`config.mk`:
```
export PLATFORM = sky130hd
export DESIGN_NAME = mux_n_1_stream
export DESIGN_NICKNAME = d
export VERILOG_FILES = /design/src/rtl/mux_n_1_stream.sv
export SDC_FILE = /design/constraint.sdc
export NUM_CORES = 1
export LEC_CHECK = 0
export CORE_MARGIN = 10
export CORE_UTILIZATION = 38
export CTS_BUF_LIST = sky130_fd_sc_hd__clkbuf_2 sky130_fd_sc_hd__clkbuf_4 sky130_fd_sc_hd__clkbuf_8
export DETAILED_ROUTE_END_ITERATION = 8
export PLACE_DENSITY = 0.82
export SETUP_SLACK_MARGIN = 0.05
export SLEW_MARGIN = 0
export SYNTH_ARGS = -nofsm -noshare
export SYNTH_HDL_FRONTEND = slang
export SYNTH_SLANG_ARGS = --single-unit
```
`constraint.sdc`:
```
create_clock -name clk -period 2.2 [get_ports clk]
set_clock_uncertainty 0.2 [all_clocks]
set_input_delay 0.33 -clock clk [delete_from_list [all_inputs] [get_ports clk]]
set_output_delay 0.33 -clock clk [all_outputs]
set_load 0.01 [all_outputs]
```
`src/rtl/mux_n_1_stream.sv`:
```
// N:1 registered valid/ready stream mux, fixed-select or round-robin.
// Define MUX_SRC_TAG_EN to add the out_src channel-index output.
module mux_n_1_stream #(
    parameter int W    = 4,
    parameter int N    = 4,
    parameter int SELW = 2
) (
    input  logic            clk,
    input  logic            rst,
    input  logic            en,
    input  logic            mode,
    input  logic [SELW-1:0] sel,
    input  logic [N-1:0]    in_valid,
    input  logic [N*W-1:0]  in_data,
    output logic [N-1:0]    in_ready,
    output logic            out_valid,
    output logic [W-1:0]    out_data,
    input  logic            out_ready
`ifdef MUX_SRC_TAG_EN
    ,
    output logic [SELW-1:0] out_src
`endif
);

    logic [SELW-1:0] ptr;
    logic [SELW-1:0] grant;
    logic [SELW-1:0] pnext;
    logic [W-1:0]    gdata;
    logic            hit;
    logic            load;

    always_comb begin
        int idx;
        grant = '0;
        hit   = 1'b0;
        idx   = 0;
        if (!mode) begin
            if ((int'(sel) < N) && in_valid[sel]) begin
                hit   = 1'b1;
                grant = sel;
            end
        end else begin
            // Rotating search starting at ptr; first valid wins.
            for (int k = 0; k < N; k++) begin
                idx = int'(ptr) + k;
                if (idx >= N) idx = idx - N;
                if (!hit && in_valid[idx]) begin
                    hit   = 1'b1;
                    grant = SELW'(idx);
                end
            end
        end
    end

    always_comb begin
        load     = en && hit && (!out_valid || out_ready);
        in_ready = '0;
        if (load) in_ready[grant] = 1'b1;
        gdata = in_data[int'(grant)*W +: W];
        pnext = (int'(grant) == N - 1) ? '0 : grant + 1'b1;
    end

    always_ff @(posedge clk) begin
        if (rst) begin
            out_valid <= 1'b0;
            out_data  <= '0;
            ptr       <= '0;
        end else if (load) begin
            out_valid <= 1'b1;
            out_data  <= gdata;
            if (mode) ptr <= pnext;
        end else if (out_ready) begin
            out_valid <= 1'b0;
        end
    end

`ifdef MUX_SRC_TAG_EN
    always_ff @(posedge clk) begin
        if (rst)       out_src <= '0;
        else if (load) out_src <= grant;
    end
`endif

endmodule

```
==> results.tsv, run 1 <==
stage	metric	value	unit
cells_and_area	fin_util	84.12	%
routing	post_drt_wl_per_cell	17.21	um
timing	finalCritPeriodShare	97.93	%
cells_and_area	antenna_cells	0	
pwr	powerDensity	408.3	mW/mm2
die	die_y	59.51	um
clock_network	cts_tree	done	
timing	finalSetupViolations	0	
global_routing	grt_pass1_vias	767	
timing	period_minus_slack	2154	ps
critical_path	cp_data_required_time	1670	ps
routing	avgViaCountPerCell	5.275	
clock_network	cts_max_level	1	
cells_and_area	final_common_cell	clkdlybuf4s50_1	
yosys	synth_flop_cell	dfxtp_1	
routing	drc	0	
critical_path	start_kind	primary input	
cells_and_area	mostFrequentLayoutCells	24 x clkdlybuf4s50_1, 16 x buf_4, 9 x mux2i_1	
clock_network	cts_root_buf	clkbuf_4	
timing	maxSlewViolCount	0	
die	ioPinCount	36	
yosys	synth.net_count	97	
clock_network	clkLatencyLatePin	240	ps
cells_and_area	syn2layout_area_growth	111.2	%
global_routing	gr-usage-all-layers	13.09	%
pwr	ir_drop	0.4201	mV
die	start_util	39.83	%
cells_and_area	final_area	0.001252	mm2
yosys	synthCells	69	
critical_path	slowest_stage	a31o_4	
placed_design	portBuffers	35	
critical_path	path_max_fanout	5	
die	rows	14	
global_routing	antenna_found_initial	0	
routing	vias	749	
global_routing	overflow	0	
clock_network	ctsHoldBuffers	0	
yosys	synth_area_per_cell	8.595	um2
yosys	synth_area	593.1	um2
global_routing	grt_first_pass_wirelength	3629	um
timing	slew_headroom	81.08	%
die	design.die.area	0.003541	mm2
cells_and_area	nFillCells	90	
routing	firstDrtPassIters	4	
clock_network	clockBufferDepth	2	
timing	rsz0062_at_grt	true	
timing	clock.fmax	0.4641	GHz
cells_and_area	regArea	142.6	um2
critical_path	critPathMostFrequentCell	buf_4	
yosys	synth.ff_latch_count	7	
clock_network	path_clk_slew	50	ps
yosys	synthArstFlopShare	0	%
die	fp.dieW	59.51	um
global_routing	grt_max_degree	9	
clock_network	cts_buffers	3	
critical_path	end_kind	primary output	
routing	drt_iter0_markers	9	
placed_design	gp_congestion	0.7439	
yosys	ys_warn_count	0	
routing	wl	2444	um
die	core	0.001489	mm2
status	status	completed	
critical_path	critPathKind	in2out	
critical_path	arrival	1620	ps
clock_network	clock-sinks	7	
yosys	yosysSeqAreaShare	23.63	%
critical_path	crit_chain	buf_8, buf_4, mux2i_4, nor2_2, buf_4, a31o_4, ha_2, and2_1, buf_2	
cells_and_area	multiInputGateArea	581.8	um2
hold_path	min_path_type	reg2reg	
yosys	yosysUniqueCellTypes	26	
cells_and_area	drive_above_1_share	45.24	%
timing	final_hold_viol_count	0	
pwr	p_leak	0.5075	nW
critical_path	critPathMaxStageDelay	220	ps
placed_design	hpwl	1821	um
cells_and_area	nNetsFinal	155	
timing	worst_pin_slew	282.8	ps
yosys	synth_edf_count	0	
routing	antenna_violating_nets_post_route	0	
placed_design	placed_area	0.001050	mm2
job	cap_violations	0	
==> final timing paths <==
path	start	to	slack, ps	cells after the start
setup / recovery	in_valid[2]	in_ready[3]	50	9
hold / removal	out_data[3]$_SDFFE_PP0P_	out_data[3]$_SDFFE_PP0P_	260	2
setup reg to reg	ptr[0]$_SDFFE_PP0P_	out_data[3]$_SDFFE_PP0P_	330	7
hold reg to reg	out_data[3]$_SDFFE_PP0P_	out_data[3]$_SDFFE_PP0P_	260	2
==> per-layer routing <==
metal  vias up  share of wire, %  global-route usage, %
li1        373                 -                      -
met1       359                37                  13.36
met2        13                58                  23.92
met3         4               3.1                  3.648
met4         0               1.3                  5.769
met5         -                 0                      0
==> where the power goes <==
group | internal [mW] | leakage [nW] | switching [mW]
sequential | 0.137 | 0.0582 | 0.00609
clock | 0.0812 | 0.0184 | 0.0420
combinational | 0.143 | 0.431 | 0.102
==> area by class of cell <==
class	count	area share, %
Clock buffer	4	2.398
Multi-Input combinational cell	61	46.45
Sequential cell	7	11.39
Tap cell	16	1.598
Timing Repair Buffer	54	38.16
==> synth_stat cells, types with 2 or more instances <==
library cell,number,area (um2)
a21oi_1,6,30.03
dfxtp_1,7,140.1
mux2i_1,11,110.1
nand2_1,8,30.03
nand2b_1,2,12.51
nand3_2,2,20.02
nor2_1,7,26.28
nor2b_1,4,25.02
o21ai_1,2,10.01
o22a_1,4,35.03
==> kinds of logic after synthesis <==
family / after synthesis / share of synthesized area [%]
flops: 7 / 23.63
fa+ha+maj: 1 / 2.109
simple gates: 30 / 27.64
mux: 11 / 18.57
buf+inv: 1 / 1.899
compound gates: 19 / 26.16
==> state kept, by name, indices dropped and copies added, names as in the netlist <==
register   flops
out_valid      1
out_data       4
ptr            2
==> worst max-delay path, delay by kind of cell <==
kind                       cells  cell delay (ps)
muxes                          1              180
adders and majority gates      1              170
AOI/OAI and AO/OA              1              220
and+or+nand+nor                2              200
buffers and inverters          4              510
==> metrics by stage <==
stage	power, mW	TNS [ps]	hold WS (ps)	worst slack (ps)	std cells
floorplan	0.2300	0	199.1	245.1	69
global placement	0.3353	-3775	244.9	-677.2	132
detailed placement	0.3414	-4504	251.2	-753.9	132
CTS	0.4856	0	261.4	42.85	140
global route	0.5451	0	288.0	10.06	142
finish	0.5114	0	259.4	45.51	142
==> timing repair <==
action,CTS,global route
buffers inserted,4,2
setup endpoints to repair,9,4
pin swaps,5,6
gates resized for setup,57,29
Power figures use the tool's default switching activity.
==> run 2, diff against run 1 <==
- ABC_AREA: default -> 1
- CORE_ASPECT_RATIO: default -> 0.6
- CORE_UTILIZATION: 38 -> 40
- PLACE_DENSITY: 0.82 -> 0.74
==> results.tsv, run 2 <==
stage	metric	value	unit
status	status	finished, violations left	
status	violations	setup timing	
yosys	synth_area_per_cell	5.654	um2
yosys	synthCells	162	
yosys	synth.top_cell.area_share	18.03	%
die	start_util	42.02	%
yosys	synth_area_leaders	nand2_1 18%, dfxtp_1 15%, nand3_1 15%	
pwr	powerDensity	499.8	mW/mm2
yosys	synth_flop_cell	dfxtp_1	
clock_network	ctsHoldBuffers	0	
die	fp.dieW	81.78	um
die	rows	13	
clock_network	path_clk_slew	40	ps
placed_design	portBuffers	35	
critical_path	r2r-start	ptr[0]$_SDFFE_PP0P_	
pwr	power	0.8993	mW
critical_path	cp_data_required_time	1670	ps
routing	drc	0	
routing	wl	4280	um
critical_path	start_kind	flip-flop	
yosys	synth.largest_area_cell	nand2_1	
critical_path	endpoint	in_ready[3]	
placed_design	placed_area	0.001408	mm2
clock_network	clkLatencyLatePin	230	ps
job	cap_violations	0	
timing	rsz0062_at_grt	true	
clock_network	clockBufferDepth	2	
placed_design	pre_cts_slack	-887.3	ps
critical_path	cp-startpoint	ptr[0]$_SDFFE_PP0P_	
clock_network	cts_root_buf	clkbuf_8	
yosys	ys_warn_count	0	
global_routing	grt_first_pass_wirelength	5975	um
cells_and_area	top_regs	out_data (4), ptr (2), out_valid (1)	
routing	post_drt_wl_per_cell	16.34	um
timing	maxSlewViolCount	0	
critical_path	worstReg2RegEnd	out_data[3]$_SDFFE_PP0P_	
hold_path	min_path_type	reg2reg	
routing	firstDrtPassIters	6	
cells_and_area	syn2layout_area_growth	96.45	%
timing	final_hold_viol_count	0	
yosys	yosysUniqueCellTypes	21	
cells_and_area	final_area	0.001799	mm2
pwr	ir_drop	0.4253	mV
yosys	synth_edf_count	0	
routing	drt_iter0_markers	206	
critical_path	r2r_slack	-150	ps
timing	period_minus_slack	2536	ps
global_routing	grt_pass1_vias	1270	
placed_design	hpwl	2613	um
die	die_y	57.07	um
global_routing	grt_max_degree	12	
cells_and_area	regMostFlops	out_data	
timing	holdWs	301.9	ps
global_routing	gr-usage-all-layers	15.79	%
timing	worst_pin_slew	176.5	ps
cells_and_area	largest_reg_flops	4	
critical_path	ff2ff_path_depth	16	
timing	finalCritPeriodShare	115.3	%
die	core	0.002180	mm2
die	ioPinCount	36	
clock_network	cts_buffers	3	
timing	finalWorstSetupSlack	-336.3	ps
global_routing	antenna_found_initial	0	
die	design.die.area	0.004666	mm2
yosys	synth.net_count	190	
cells_and_area	drive_above_1_share	53.02	%
cells_and_area	final_common_cell	buf_4	
routing	antenna_violating_nets_post_route	0	
routing	avgViaCountPerCell	5.294	
critical_path	path_max_fanout	7	
critical_path	end_kind	primary output	
cells_and_area	fin_cells	262	
clock_network	cts_tree	done	
cells_and_area	mostFrequentLayoutCells	28 x buf_4, 26 x nand2_1, 25 x clkdlybuf4s50_1	
yosys	yosysSeqAreaShare	15.30	%
critical_path	slowest_stage	dfxtp_4	
timing	finalSetupViolations	8	
yosys	synth.ff_latch_count	7	
yosys	synth_commonest_cells	44 x nand2_1, 28 x nand3_1, 22 x inv_1	
pwr	p_leak	0.9118	nW
cells_and_area	nNetsFinal	261	
yosys	synthArstFlopShare	0	%
yosys	synth_most_common_cell	nand2_1	
timing	slew_headroom	88.11	%
cells_and_area	antenna_cells	0	
routing	vias	1387	
critical_path	arrival	2010	ps
critical_path	critPathMaxStageDelay	360	ps
placed_design	placed_cells	244	
critical_path	critPathKind	reg2out	
cells_and_area	nFillCells	131	
critical_path	crit_chain	buf_8, nand2_4, nand3_2, nand2_2, inv_1, nand3_2, nand2_4, o21ai_4, ha_2, inv_2, nor2_2, buf_2	
yosys	synth_area	915.9	um2
placed_design	gp_congestion	0.8562	
global_routing	overflow	0	
timing	clock.fmax	0.3943	GHz
clock_network	cts_max_level	1	
clock_network	clock-sinks	7	
[run 2: final cells by class]
cell class	count	area, um2	share of cell area (%)
flip-flops and latches	7	147.6	8.206
repair buffers	70	604.3	33.59
well taps	30	37.54	2.086
multi-input cells	125	853.3	47.43
clock buffers	4	48.80	2.712
inverters	26	107.6	5.981
[run 2: metrics by stage]
step / setup TNS (ps) / util [%]
final: -1748 / 82.55
after global routing: -2361 / 82.55
after CTS: -934.1 / 76.18
after detailed placement: -5033 / 64.58
after global placement: -4599 / 64.58
after floorplan: 0 / -
[run 2: worst min path at each step]
stage | from | endpoint | slack, ps | depth (start not counted)
6_report | out_data[2]$_SDFFE_PP0P_ | out_data[2]$_SDFFE_PP0P_ | 300 | 2
4_1_cts | out_valid$_SDFFE_PP0P_ | out_valid$_SDFFE_PP0P_ | 320 | 2
3_5_place_dp | out_valid$_SDFFE_PP0P_ | out_valid$_SDFFE_PP0P_ | 290 | 2
5_1_grt | out_data[1]$_SDFFE_PP0P_ | out_data[1]$_SDFFE_PP0P_ | 340 | 2
3_3_place_gp | out_valid$_SDFFE_PP0P_ | out_valid$_SDFFE_PP0P_ | 290 | 2
2_1_floorplan | rst | out_valid$_SDFFE_PP0P_ | 200 | 1
[run 2: timing repair]
action,in CTS,in global routing
pin swaps,23,22
setup endpoints to repair,9,10
setup buffers,11,5
resized for setup,67,42
[run 2: logic make-up after synthesis]
logic type,count (synthesis),share of synthesized area [%]
adder cells (fa/ha/maj),1,1.366
AO/OA/AOI/OAI,12,6.967
AND/OR/NAND/NOR,112,59.84
buffers and inverters,30,16.53
flip-flops,7,15.30
[run 2: where the power goes]
group | total [mW] | switching, mW | internal (mW)
registers | 0.150 | 0.0107 | 0.139
logic | 0.561 | 0.303 | 0.258
clock network | 0.189 | 0.0518 | 0.137
[run 2: critical path, delay by kind of cell (launching register included)]
kind / cells / cell delay [ps]
buffers and inverters: 4 / 420
flip-flops: 1 / 360
AO/OA/AOI/OAI: 1 / 200
adder cells (fa/ha/maj): 1 / 200
AND/OR/NAND/NOR: 6 / 600
[run 2: metal layers]
layer / wire (um) / GRT usage (%) / part of all wire [%] / vias to the layer above
met5: 0 / 0 / 0 / -
met4: 123 / 5.556 / 2.9 / 0
met3: 360 / 2.813 / 8.4 / 16
met2: 2027 / 25.72 / 47 / 86
met1: 1768 / 20.21 / 41 / 632
li1: - / - / - / 653
==> run 3, diff against run 2 <==
==> constraint.sdc (replaced) <==
create_clock -name clk -period 3.2 [get_ports clk]
set_clock_uncertainty 0.2 [all_clocks]
set_input_delay 0.64 -clock clk [delete_from_list [all_inputs] [get_ports clk]]
set_output_delay 0.64 -clock clk [all_outputs]
set_load 0.01 [all_outputs]
==> results.tsv, run 3 (synthesis gave the netlist of run 2 again) <==
stage	metric	value	unit
clock_network	clkLatencyLatePin	220	ps
job	cap_violations	0	
status	status	completed	
placed_design	hpwl	2581	um
global_routing	overflow	0	
cells_and_area	final_area	0.001473	mm2
clock_network	cts_tree	done	
cells_and_area	syn2layout_area_growth	60.79	%
routing	antenna_violating_nets_post_route	0	
critical_path	critPathMostFrequentCell	inv_1	
cells_and_area	drive_above_1_share	31.94	%
pwr	power	0.5090	mW
critical_path	critPathMaxStageDelay	510	ps
cells_and_area	largest_reg_flops	4	
timing	finalSetupTns	0	ps
critical_path	path_max_fanout	3	
routing	avgViaCountPerCell	4.707	
hold_path	hold_depth	2	
timing	worst_pin_slew	287.2	ps
critical_path	worstReg2RegEnd	out_data[2]$_SDFFE_PP0P_	
pwr	p_leak	0.7435	nW
critical_path	arrival	2170	ps
placed_design	portBuffers	35	
cells_and_area	mostFrequentLayoutCells	40 x nand2_1, 26 x nand3_1, 26 x clkdlybuf4s50_1	
cells_and_area	antenna_cells	0	
global_routing	antenna_found_initial	0	
timing	rsz0062_at_grt	true	
die	ioPinCount	36	
global_routing	gr-usage-all-layers	12.91	%
cells_and_area	top_regs	out_data (4), ptr (2), out_valid (1)	
clock_network	cts_root_buf	clkbuf_8	
pwr	ir_drop	0.3201	mV
timing	finalWorstSetupSlack	190.5	ps
clock_network	clockBufferDepth	2	
timing	final_hold_viol_count	0	
clock_network	cts_buffers	3	
timing	clock.fmax	0.3323	GHz
critical_path	crit_chain	clkdlybuf4s50_1, nand2_1, o21ai_1, inv_1, nor2_2, nand2_2, o21ai_4, ha_2, inv_1, nor2_1, buf_2	
critical_path	r2r-start	ptr[1]$_SDFFE_PP0P_	
timing	maxSlewViolCount	0	
clock_network	path_clk_slew	40	ps
critical_path	end_kind	primary output	
die	die_y	57.07	um
hold_path	hold_end	out_valid$_SDFFE_PP0P_	
hold_path	min_from	out_valid$_SDFFE_PP0P_	
placed_design	placed_area	0.001385	mm2
routing	wl	3063	um
placed_design	pre_cts_slack	-495.4	ps
clock_network	cts_max_level	1	
critical_path	cp_data_required_time	2360	ps
timing	slew_headroom	80.83	%
critical_path	critPathKind	in2out	
timing	period_minus_slack	3010	ps
clock_network	clock-sinks	7	
critical_path	r2r_slack	960	ps
routing	post_drt_wl_per_cell	12.45	um
global_routing	grt_max_degree	12	
hold_path	min_path_type	reg2reg	
timing	finalCritPeriodShare	94.05	%
routing	drt_iter0_markers	79	
die	rows	13	
cells_and_area	regMostFlops	out_data	
global_routing	grt_first_pass_wirelength	4912	um
die	core	0.002180	mm2
routing	firstDrtPassIters	4	
routing	drc	0	
cells_and_area	final_common_cell	nand2_1	
timing	finalSetupViolations	0	
pwr	powerDensity	345.6	mW/mm2
placed_design	gp_congestion	0.8348	
critical_path	ff2ff_path_depth	15	
die	fp.dieW	81.78	um
routing	vias	1158	
die	design.die.area	0.004666	mm2
critical_path	start_kind	primary input	
die	start_util	42.02	%
global_routing	grt_pass1_vias	1088	
cells_and_area	nNetsFinal	245	
critical_path	slowest_stage	clkdlybuf4s50_1	
clock_network	ctsHoldBuffers	0	
-- run 3: critical path, delay by kind of cell --
family / cells / cell delay [ps]
AOI/OAI and AO/OA: 2 / 180
buffers and inverters: 4 / 770
and+or+nand+nor: 4 / 400
adders and majority gates: 1 / 190
-- run 3: worst max-delay path by stage --
stage          slack [ps]   startpoint  cells after the start     endpoint
6_report              190       sel[1]                     11  in_ready[3]
5_1_grt                50  in_valid[2]                     14  in_ready[3]
4_1_cts               210  in_valid[3]                     14  in_ready[3]
3_5_place_dp         -500  in_valid[3]                     12  in_ready[0]
3_3_place_gp         -470  in_valid[3]                     13  in_ready[0]
2_1_floorplan         540  in_valid[2]                     12  in_ready[3]
-- run 3: through the flow --
stage | util, % | hold slack (ps) | std cells
after floorplan | - | 294.0 | 162
after global placement | 63.55 | 291.7 | 241
after detailed placement | 63.55 | 306.5 | 241
after CTS | 67.39 | 311.4 | 246
after global routing | 67.57 | 342.1 | 246
final | 67.57 | 304.9 | 246
-- run 3: final cells by class --
type	instances	area (um2)
timing repair buffer	54	470.5
tap	30	37.54
sequential	7	140.1
fill	207	706.9
inverter	26	97.59
clock buffer	4	48.80
multi-input combinational	125	678.2
-- run 3: metal layers --
layer / routed length (um) / track usage (%) / vias up / share of wire [%]
met4: 30 / 4.348 / 0 / 0.98
met3: 209 / 2.500 / 3 / 6.8
met5: 0 / 0 / - / 0
met2: 1459 / 20.27 / 37 / 48
met1: 1364 / 17.08 / 501 / 45
li1: - / - / 617 / -
-- run 3: what timing repair did --
| action | CTS | global route |
|---|---|---|
| endpoints found under the setup margin | 4 | 2 |
| buffers inserted | 1 | 0 |
| pin swaps | 8 | 1 |
| resized for setup | 39 | 1 |
-- run 3: power by group --
part           switching [mW]  total [mW]  internal (mW)
logic                   0.149       0.279          0.129
clock network          0.0344       0.129         0.0943
registers             0.00588       0.102         0.0959
total                   0.189       0.509          0.320
